### config.mk
export PLATFORM = sky130hd
export DESIGN_NAME = mc_sequencer
export DESIGN_NICKNAME = d
export VERILOG_FILES = /design/src/rtl/mc_pkg.sv /design/src/rtl/mc_decode.sv /design/src/rtl/mc_sequencer.sv
export SDC_FILE = /design/constraint.sdc
export NUM_CORES = 1
export LEC_CHECK = 0
export CORE_AREA = 8 8 96 98
export DETAILED_ROUTE_END_ITERATION = 8
export DIE_AREA = 0 0 104 106
export DONT_BUFFER_PORTS = 1
export GPL_ROUTABILITY_DRIVEN = 0
export MAX_ROUTING_LAYER = met4
export PLACE_DENSITY = 0.68
export RECOVER_POWER = 50
export SYNTH_ARGS = -nofsm -noshare
export SYNTH_HDL_FRONTEND = slang
export SYNTH_SLANG_ARGS = --single-unit
### constraint.sdc
create_clock -name clk -period 3.7 [get_ports clk]
set_clock_uncertainty 0.1 [all_clocks]
set_input_delay 0.74 -clock clk [delete_from_list [all_inputs] [get_ports clk]]
set_output_delay 0.74 -clock clk [all_outputs]
set_load 0.01 [all_outputs]
### src/rtl/mc_pkg.sv
`default_nettype none
// ============================================================================
//  Module   : mc_pkg
//  Purpose  : Shared types and constants for the multi-cycle MIPS control
//             sequencer: FSM state encoding, opcode/funct fields and ALU
//             operation codes.
//  Ports    : none (package)
//  Revision : 1.0 - initial release
// ============================================================================
package mc_pkg;

    // State encoding is visible on the sequencer's state port.
    typedef enum logic [2:0] {
        ST_RESET  = 3'd0,
        ST_FETCH  = 3'd1,
        ST_DECODE = 3'd2,
        ST_EXEC   = 3'd3,
        ST_WB     = 3'd4,
        ST_HALTED = 3'd5,
        ST_TRAP   = 3'd6
    } state_t;

    // Primary opcode field IR[31:26]
    localparam logic [5:0] OP_RTYPE = 6'h00;
    localparam logic [5:0] OP_ADDI  = 6'h08;

    // R-type function field IR[5:0]
    localparam logic [5:0] FN_ADD = 6'h20;
    localparam logic [5:0] FN_SUB = 6'h22;
    localparam logic [5:0] FN_AND = 6'h24;
    localparam logic [5:0] FN_OR  = 6'h25;
    localparam logic [5:0] FN_SLT = 6'h2A;

    // ALU operation codes driven on aluop
    localparam logic [2:0] ALU_AND = 3'b000;
    localparam logic [2:0] ALU_OR  = 3'b001;
    localparam logic [2:0] ALU_ADD = 3'b010;
    localparam logic [2:0] ALU_SUB = 3'b110;
    localparam logic [2:0] ALU_SLT = 3'b111;

endpackage
`default_nettype wire

### src/rtl/mc_decode.sv
`default_nettype none
// ============================================================================
//  Module   : mc_decode
//  Purpose  : Combinational instruction decoder. Maps a 32-bit instruction
//             word to ALU control and a legality flag.
//  Ports    : i_ir          - instruction register contents
//             o_aluop       - ALU operation code
//             o_alu_src_imm - select sign-extended imm16 as ALU operand B
//             o_wr_en       - instruction writes the register file
//             o_legal       - instruction is decodable
//  Revision : 1.0 - initial release
// ============================================================================
module mc_decode
    import mc_pkg::*;
(
    input  logic [31:0] i_ir,
    output logic [2:0]  o_aluop,
    output logic        o_alu_src_imm,
    output logic        o_wr_en,
    output logic        o_legal
);

    logic [5:0] w_op;
    logic [5:0] w_funct;

    assign w_op    = i_ir[31:26];
    assign w_funct = i_ir[5:0];

    always_comb begin
        o_aluop       = ALU_AND;
        o_alu_src_imm = 1'b0;
        o_wr_en       = 1'b0;
        o_legal       = 1'b0;
        if (i_ir == 32'h0000_0000) begin
            // All-zero word is the canonical nop: legal but writes nothing,
            // even though it shares the R-type opcode.
            o_legal = 1'b1;
        end else if (w_op == OP_RTYPE) begin
            o_legal = 1'b1;
            o_wr_en = 1'b1;
            case (w_funct)
                FN_ADD:  o_aluop = ALU_ADD;
                FN_SUB:  o_aluop = ALU_SUB;
                FN_AND:  o_aluop = ALU_AND;
                FN_OR:   o_aluop = ALU_OR;
                FN_SLT:  o_aluop = ALU_SLT;
                default: begin
                    o_legal = 1'b0;
                    o_wr_en = 1'b0;
                end
            endcase
        end else if (w_op == OP_ADDI) begin
            o_legal       = 1'b1;
            o_wr_en       = 1'b1;
            o_aluop       = ALU_ADD;
            o_alu_src_imm = 1'b1;
        end
    end

endmodule
`default_nettype wire

### src/rtl/mc_sequencer.sv
`default_nettype none
// ============================================================================
//  Module   : mc_sequencer
//  Purpose  : Multi-cycle control sequencer for the single-issue MIPS
//             datapath. Fetches over a req/ack handshake, latches the
//             instruction and steps it through DECODE, EXEC and WB with
//             one-cycle datapath strobes. Provides halt, illegal-instruction
//             trap, fetch watchdog and a retired-instruction counter.
//  Ports    : clk, rst (async, active-high)
//             instr, imem_ack      - instruction memory return
//             halt                 - level stop request
//             imem_req, ir_load    - fetch handshake / IR capture pulse
//             alu_en, aluop, alu_src_imm, regwrite, pc_en - datapath control
//             state                - current FSM state
//             illegal, timeout     - sticky trap causes
//             retired              - completed instruction count (wraps)
//  Revision : 1.0 - initial release
// ============================================================================
module mc_sequencer
    import mc_pkg::*;
#(
    parameter int RETIRE_W      = 32,
    parameter int FETCH_TIMEOUT = 16
) (
    input  logic                clk,
    input  logic                rst,
    input  logic [31:0]         instr,
    input  logic                imem_ack,
    input  logic                halt,
    output logic                imem_req,
    output logic                ir_load,
    output logic                alu_en,
    output logic [2:0]          aluop,
    output logic                alu_src_imm,
    output logic                regwrite,
    output logic                pc_en,
    output logic [2:0]          state,
    output logic                illegal,
    output logic                timeout,
    output logic [RETIRE_W-1:0] retired
);

    // Watchdog counts ack-less FETCH cycles already spent; it must hold
    // values up to FETCH_TIMEOUT-1.
    localparam int c_WD_W = (FETCH_TIMEOUT > 1) ? $clog2(FETCH_TIMEOUT) : 1;
    localparam logic [c_WD_W-1:0] c_WD_LAST = c_WD_W'(FETCH_TIMEOUT - 1);

    state_t              r_state;
    logic [31:0]         r_ir;
    logic [c_WD_W-1:0]   r_wdog;
    logic [RETIRE_W-1:0] r_retired;
    logic                r_illegal;
    logic                r_timeout;

    logic [2:0]          w_aluop;
    logic                w_alu_src_imm;
    logic                w_wr_en;
    logic                w_legal;

    mc_decode u_decode (
        .i_ir          (r_ir),
        .o_aluop       (w_aluop),
        .o_alu_src_imm (w_alu_src_imm),
        .o_wr_en       (w_wr_en),
        .o_legal       (w_legal)
    );

    always_ff @(posedge clk or posedge rst) begin
        if (rst) begin
            r_state   <= ST_RESET;
            r_ir      <= '0;
            r_wdog    <= '0;
            r_retired <= '0;
            r_illegal <= 1'b0;
            r_timeout <= 1'b0;
        end else begin
            case (r_state)
                ST_RESET: begin
                    r_state <= ST_FETCH;
                    r_wdog  <= '0;
                end
                ST_FETCH: begin
                    // Ack is checked first: it beats halt, and an ack on the
                    // final watchdog cycle is still accepted.
                    if (imem_ack) begin
                        r_ir    <= instr;
                        r_state <= ST_DECODE;
                    end else if (halt) begin
                        r_state <= ST_HALTED;
                    end else if (r_wdog == c_WD_LAST) begin
                        r_state   <= ST_TRAP;
                        r_timeout <= 1'b1;
                    end else begin
                        r_wdog <= r_wdog + c_WD_W'(1);
                    end
                end
                ST_DECODE: begin
                    if (w_legal) begin
                        r_state <= ST_EXEC;
                    end else begin
                        r_state   <= ST_TRAP;
                        r_illegal <= 1'b1;
                    end
                end
                ST_EXEC: begin
                    r_state <= ST_WB;
                end
                ST_WB: begin
                    r_retired <= r_retired + RETIRE_W'(1);
                    r_state   <= ST_FETCH;
                    r_wdog    <= '0;
                end
                ST_HALTED: begin
                    if (!halt) begin
                        r_state <= ST_FETCH;
                        r_wdog  <= '0;
                    end
                end
                ST_TRAP: begin
                    r_state <= ST_TRAP;
                end
                default: begin
                    r_state <= ST_RESET;
                end
            endcase
        end
    end

    // Moore outputs decoded from registered state and IR only, so an
    // asynchronous reset forces every strobe low in the same cycle.
    always_comb begin
        imem_req    = 1'b0;
        alu_en      = 1'b0;
        aluop       = 3'b000;
        alu_src_imm = 1'b0;
        regwrite    = 1'b0;
        pc_en       = 1'b0;
        case (r_state)
            ST_FETCH: begin
                imem_req = 1'b1;
            end
            ST_EXEC: begin
                alu_en      = 1'b1;
                aluop       = w_aluop;
                alu_src_imm = w_alu_src_imm;
            end
            ST_WB: begin
                aluop       = w_aluop;
                alu_src_imm = w_alu_src_imm;
                regwrite    = w_wr_en;
                pc_en       = 1'b1;
            end
            default: begin
                imem_req = 1'b0;
            end
        endcase
    end

    assign ir_load = (r_state == ST_FETCH) && imem_ack;
    assign state   = r_state;
    assign illegal = r_illegal;
    assign timeout = r_timeout;
    assign retired = r_retired;

endmodule
`default_nettype wire

# Word level (Yosys, flattened, before mapping)

Cells that the tools add are included.

Flip-flop bits (word level): 73
Latch bits: 0
RAM bits: 0
ROM bits: 0
Input bits: 36
Output and inout port bits: 46
Logic and storage cells: 70
Memories: 0

$add $sub $neg: 2
$mul: 0
Div/mod/pow operators: 0
$lt $le $gt $ge: 0
Eq/ne operators: 18
Shift-type cells: 0
Multiplexer cells: 28
Bitwise logic cells: 3
Reduce and logical (&&, ||, !) cells: 13

Operators by type and width:

| operator                | count |
|---|---|
| $add A32 B1 Y32 const B | 1 |
| $logic_not A32 Y1       | 1 |
| $eq A6 B6 Y1 const B    | 5 |
| $mux W3                 | 8 |
| $pmux W3 S6             | 1 |
| $mux W4                 | 4 |
| $mux W1                 | 12 |
| $pmux W3 S4             | 1 |
| $pmux W4 S3             | 1 |
| $eq A3 B3 Y1 const B    | 3 |
| $ne A2 B2 Y1 const B    | 4 |
| $eq A3 B2 Y1 const B    | 2 |
| $eq A6 B4 Y1 const B    | 1 |
| $logic_not A6 Y1        | 1 |
| $reduce_and A2 Y1       | 3 |
| $reduce_and A5 Y1       | 1 |
| $reduce_or A5 Y1        | 1 |
| $add A4 B1 Y4 const B   | 1 |
| $eq A4 B4 Y1 const B    | 1 |
| $ne A4 B4 Y1 const B    | 1 |
| $reduce_and A4 Y1       | 1 |
| $reduce_or A2 Y1        | 2 |
| $eq A3 B1 Y1 const B    | 1 |
| $logic_not A3 Y1        | 1 |
| other kinds (4)         | 6 |

# Depth between registers and ports, before layout

Word-level depth: 7
Mapped depth: 7
Mapped depth without buffers: 6

# Hierarchy

Synthesis repeated with hierarchy kept, for this count alone.

Cells, all modules: 295
Area total of the unflattened synthesis: 3448.3 sq um

Modules (own cells, without submodules):

| module       | instances | cells an instance | area an instance (sq um) | seq. area each (sq um) |
|---|---|---|---|---|
| mc_sequencer | 1         | 264               | 3260.6                   | 1826.8 |
| mc_decode    | 1         | 31                | 187.7                    | 0.0 |

# Worst setup path after synthesis

Ideal clock, no wire load.

Path type: reg-to-output
Start: register r_state[1] (netlist: state[1])
End: output port aluop[0]
Data arrival time: 1.638 ns
Required time: 2.860 ns
Slack: 1.222 ns
Cell stages (with the launch flop): 6
Path buffers: 1
Cells stage by stage: dfrtp_1 > clkbuf_1 > inv_1 > nor2_1 > o21ai_0 > nor4_1

Word-level cells in the longest chain between the ends: 3
Elaborated cells on any way between the ends: 4
Classes of those cells: eq/ne (2); mux (1); reduce/logical (1)

Ends and longest elaborated chain:

| element                                      | RTL line            | RTL |
|---|---|---|
| start: declaration                           | mc_sequencer.sv:48  | `state_t r_state;` |
| start signal: assignment                     | mc_sequencer.sv:70  | `r_state <= ST_RESET;` |
| start signal: assignment                     | mc_sequencer.sv:79  | `r_state <= ST_FETCH;` |
| start signal: assignment                     | mc_sequencer.sv:87  | `r_state <= ST_DECODE;` |
| $eq A3 B3 Y1 or $eq A3 B2 Y1 (tied branches) | mc_sequencer.sv:138 | `case (r_state)` |
| $reduce_or A2 Y1 (no source line) (*)        | -                   |  |
| $mux W3 (*)                                  | mc_sequencer.sv:138 |  |
| end: declaration                             | mc_sequencer.sv:33  | `output logic [2:0] aluop,` |

Every way passes the cells marked *; elsewhere a longest branch is shown, timed or not.

# Worst setup path in the final report

Start: register r_state[2] (netlist: state[2])
End: output port aluop[0]

The elaborated chain is that of the path after synthesis.

==> results.ini <==
[setup_path]
arrival_ps = 2450
required_ps = 2860
cp_num_buf_inv = 1
critPathCaptureType = primary output
crit_chain = or3b_1 -> inv_2 -> o21ai_0 -> nor4_1
cp_max_fo = 13
worstSetupStartpointType = register
critPathTopFamily = simple AND/OR/NAND/NOR gates
cpPeakStageDelay_ps = 640
crit_type = register to primary output
cpMaxStageDelayCell = dfrtp_1

[yosys]
synth-main-ff-cell = dfrtp_1
synth_top_area_cell = dfrtp_1
ys_top_cells_by_area = dfrtp_1 54%, mux2_2 11%, xnor2_1 5.7%
ys_seq_area_frac = 0.544
synth_area_mm2 = 0.00336
synthArstFlopShare = 1.00
synth_top_area_share = 0.544
netlist_instances = 303
synth_edf_count = 0
synth_fp_nets = 341
yosys_warnings = 0
synth-seq-cells = 73
synth.most_common_cell = dfrtp_1
synth.distinct_cells = 41
synthTopCellsByCount = 73 x dfrtp_1, 32 x mux2_2, 24 x nand2_1, 24 x nor2_1, 22 x xnor2_1
avgSynthCellArea_um2 = 11.1

[clock_tree]
clkLatencyLatePin_ps = 340
hold_buffers = 0
post_cts_buffers = 0
cts_tree = yes
numCtsBuffers = 9
cts_root_buffer = clkbuf_8
clockBufferDepth = 2
htree_levels = 3
cts.clk_slew.worst_paths_ps = 70
clock_sinks = 73
cts-resized-gates = 0

[pwr]
power_mw = 2.41
p_leak_nw = 1.52
pwr_density_cell_mw_per_mm2 = 662
vdd_drop_max_uv = 350

[status]
status = finished, violations left
failed_checks = capacitance limit, slew limit

[floorplanning]
die_x_um = 104
die_h_um = 106
die_area_mm2 = 0.0110
num_io_pins = 82
core-area_mm2 = 0.00785
num_rows = 33
initial_utilization = 0.428

[drt]
routed.top_layer = met4
drcViolationCount = 0
vias_per_cell = 5.50
vias = 2311
routedWlPerCell_um = 18.0
firstDrtPassIters = 5
drtAntennaViolNets = 0
met2_length_mm = 3.50
drtIter0Drc = 81
wl_met1_mm = 3.11
dr_wl_met3_um = 857
routed_wl_mm = 7.54

[timing]
slew_headroom = -0.196
setup-violations-final = 0
drv_slew = 74
fin_crit_ps = 3290
setup_tns_ps = 0
rsz0062_at_grt = false
tightestPinTransition_ps = 1790
fin_ws_ps = 406
max_freq_ghz = 0.304
whs_ps = 393
post-route-period-util = 0.890
finalHoldViolations = 0

[flow_run]
cap_violations = 1

[global_route]
overflow = 0
grt_pass1_wl_mm = 12.2
first_global_vias = 2361
grt_usage = 0.144
grt_max_degree = 74
antenna_found_initial = 3

[cells_and_area]
drive_gt1_frac = 0.186
final_util = 0.465
final_nets = 346
num-fill-cells = 752
finalNonFillerCells = 420
area_growth_pct = 8.57
design_area_mm2 = 0.00365

[placement]
placed_cells = 402
dp_worst_setup_slack_ps = 786
dp_hpwl_mm = 5.56
io_buffers = 0
placed_cell_area_mm2 = 0.00347

[worst_hold_path]
hold_class = primary input to register

==> cells in the final DEF, fill, tap and decap left out, drive strengths merged, types with 5 or more instances in the layout <==
master / synthesis / final
nor3: 9 / 9
nor4: 11 / 11
nand3: 16 / 16
nor2: 24 / 24
dfrtp: 73 / 73
inv: 10 / 10
clkbuf: 7 / 11
nand2: 24 / 24
xnor2: 22 / 22
a31oi: 6 / 6
nand2b: 5 / 5
mux2: 32 / 32
and3: 5 / 5
nand4: 12 / 12
a21oi: 5 / 5
xor2: 9 / 9
o21ai: 6 / 6
==> worst reg2reg max path: cells and delay by family, from the launching register on <==
kind,cells,cell delay (ps)
and+or+nand+nor,4,1350
DFF,1,640
buffers and inverters,1,190
xor gates and xnor gates,1,160
==> report_power, final <==
group	switching [mW]	leakage (nW)	total (mW)	internal, mW
sequential	0.249	0.929	1.28	1.03
combinational	0.273	0.511	0.587	0.314
clock	0.292	0.0802	0.547	0.255
total	0.814	1.52	2.41	1.60
==> kinds of logic (layout without fill, tap and decap cells) <==
group	Yosys count	after routing	share of synthesized area
multiplexers	33	33	0.110
AND/OR/NAND/NOR	119	119	0.187
XOR/XNOR	31	31	0.0808
AO/OA/AOI/OAI	25	25	0.0451
other	0	3	0
flip-flops	73	73	0.544
buffers and inverters	20	29	0.0250
adder cells (fa/ha/maj)	2	2	0.00745
==> sequential cells by signal, summed over array words and instances (netlist names) <==
signal,cells
retired,32
timeout,1
illegal,1
r_wdog,4
r_ir,32
state,3
==> final timing paths <==
| check | startpoint | to | slack [ps] | cells after the start |
|---|---|---|---|---|
| max | state[2] | aluop[0] | 410 | 4 |
| min | imem_ack | timeout | 390 | 1 |
| max reg2reg | state[2] | retired[22] | 1150 | 6 |
| min reg2reg | r_wdog[1] | r_wdog[1] | 410 | 2 |
| max in group asynchronous | rst | retired[14] | 1620 | 2 |
| min in group asynchronous | rst | r_ir[28] | 800 | 2 |
==> metal layers <==
metal / up-vias / track usage
li1: 1083 / -
met1: 1120 / 0.158
met2: 98 / 0.215
met3: 10 / 0.0847
met4: 0 / 0.0434
met5: - / -
==> final cells by class <==
| type | count | area (um^2) | area share |
|---|---|---|---|
| multi-input combinational | 210 | 1450 | 0.396 |
| clock buffer | 10 | 138 | 0.0377 |
| tap | 105 | 131 | 0.0360 |
| inverter | 10 | 37.5 | 0.0103 |
| sequential | 73 | 1830 | 0.501 |
| antenna | 3 | 7.51 | 0.00206 |
| timing repair buffer | 4 | 27.5 | 0.00755 |
| clock inverter | 5 | 32.5 | 0.00892 |
Power figures use the tool's default switching activity.
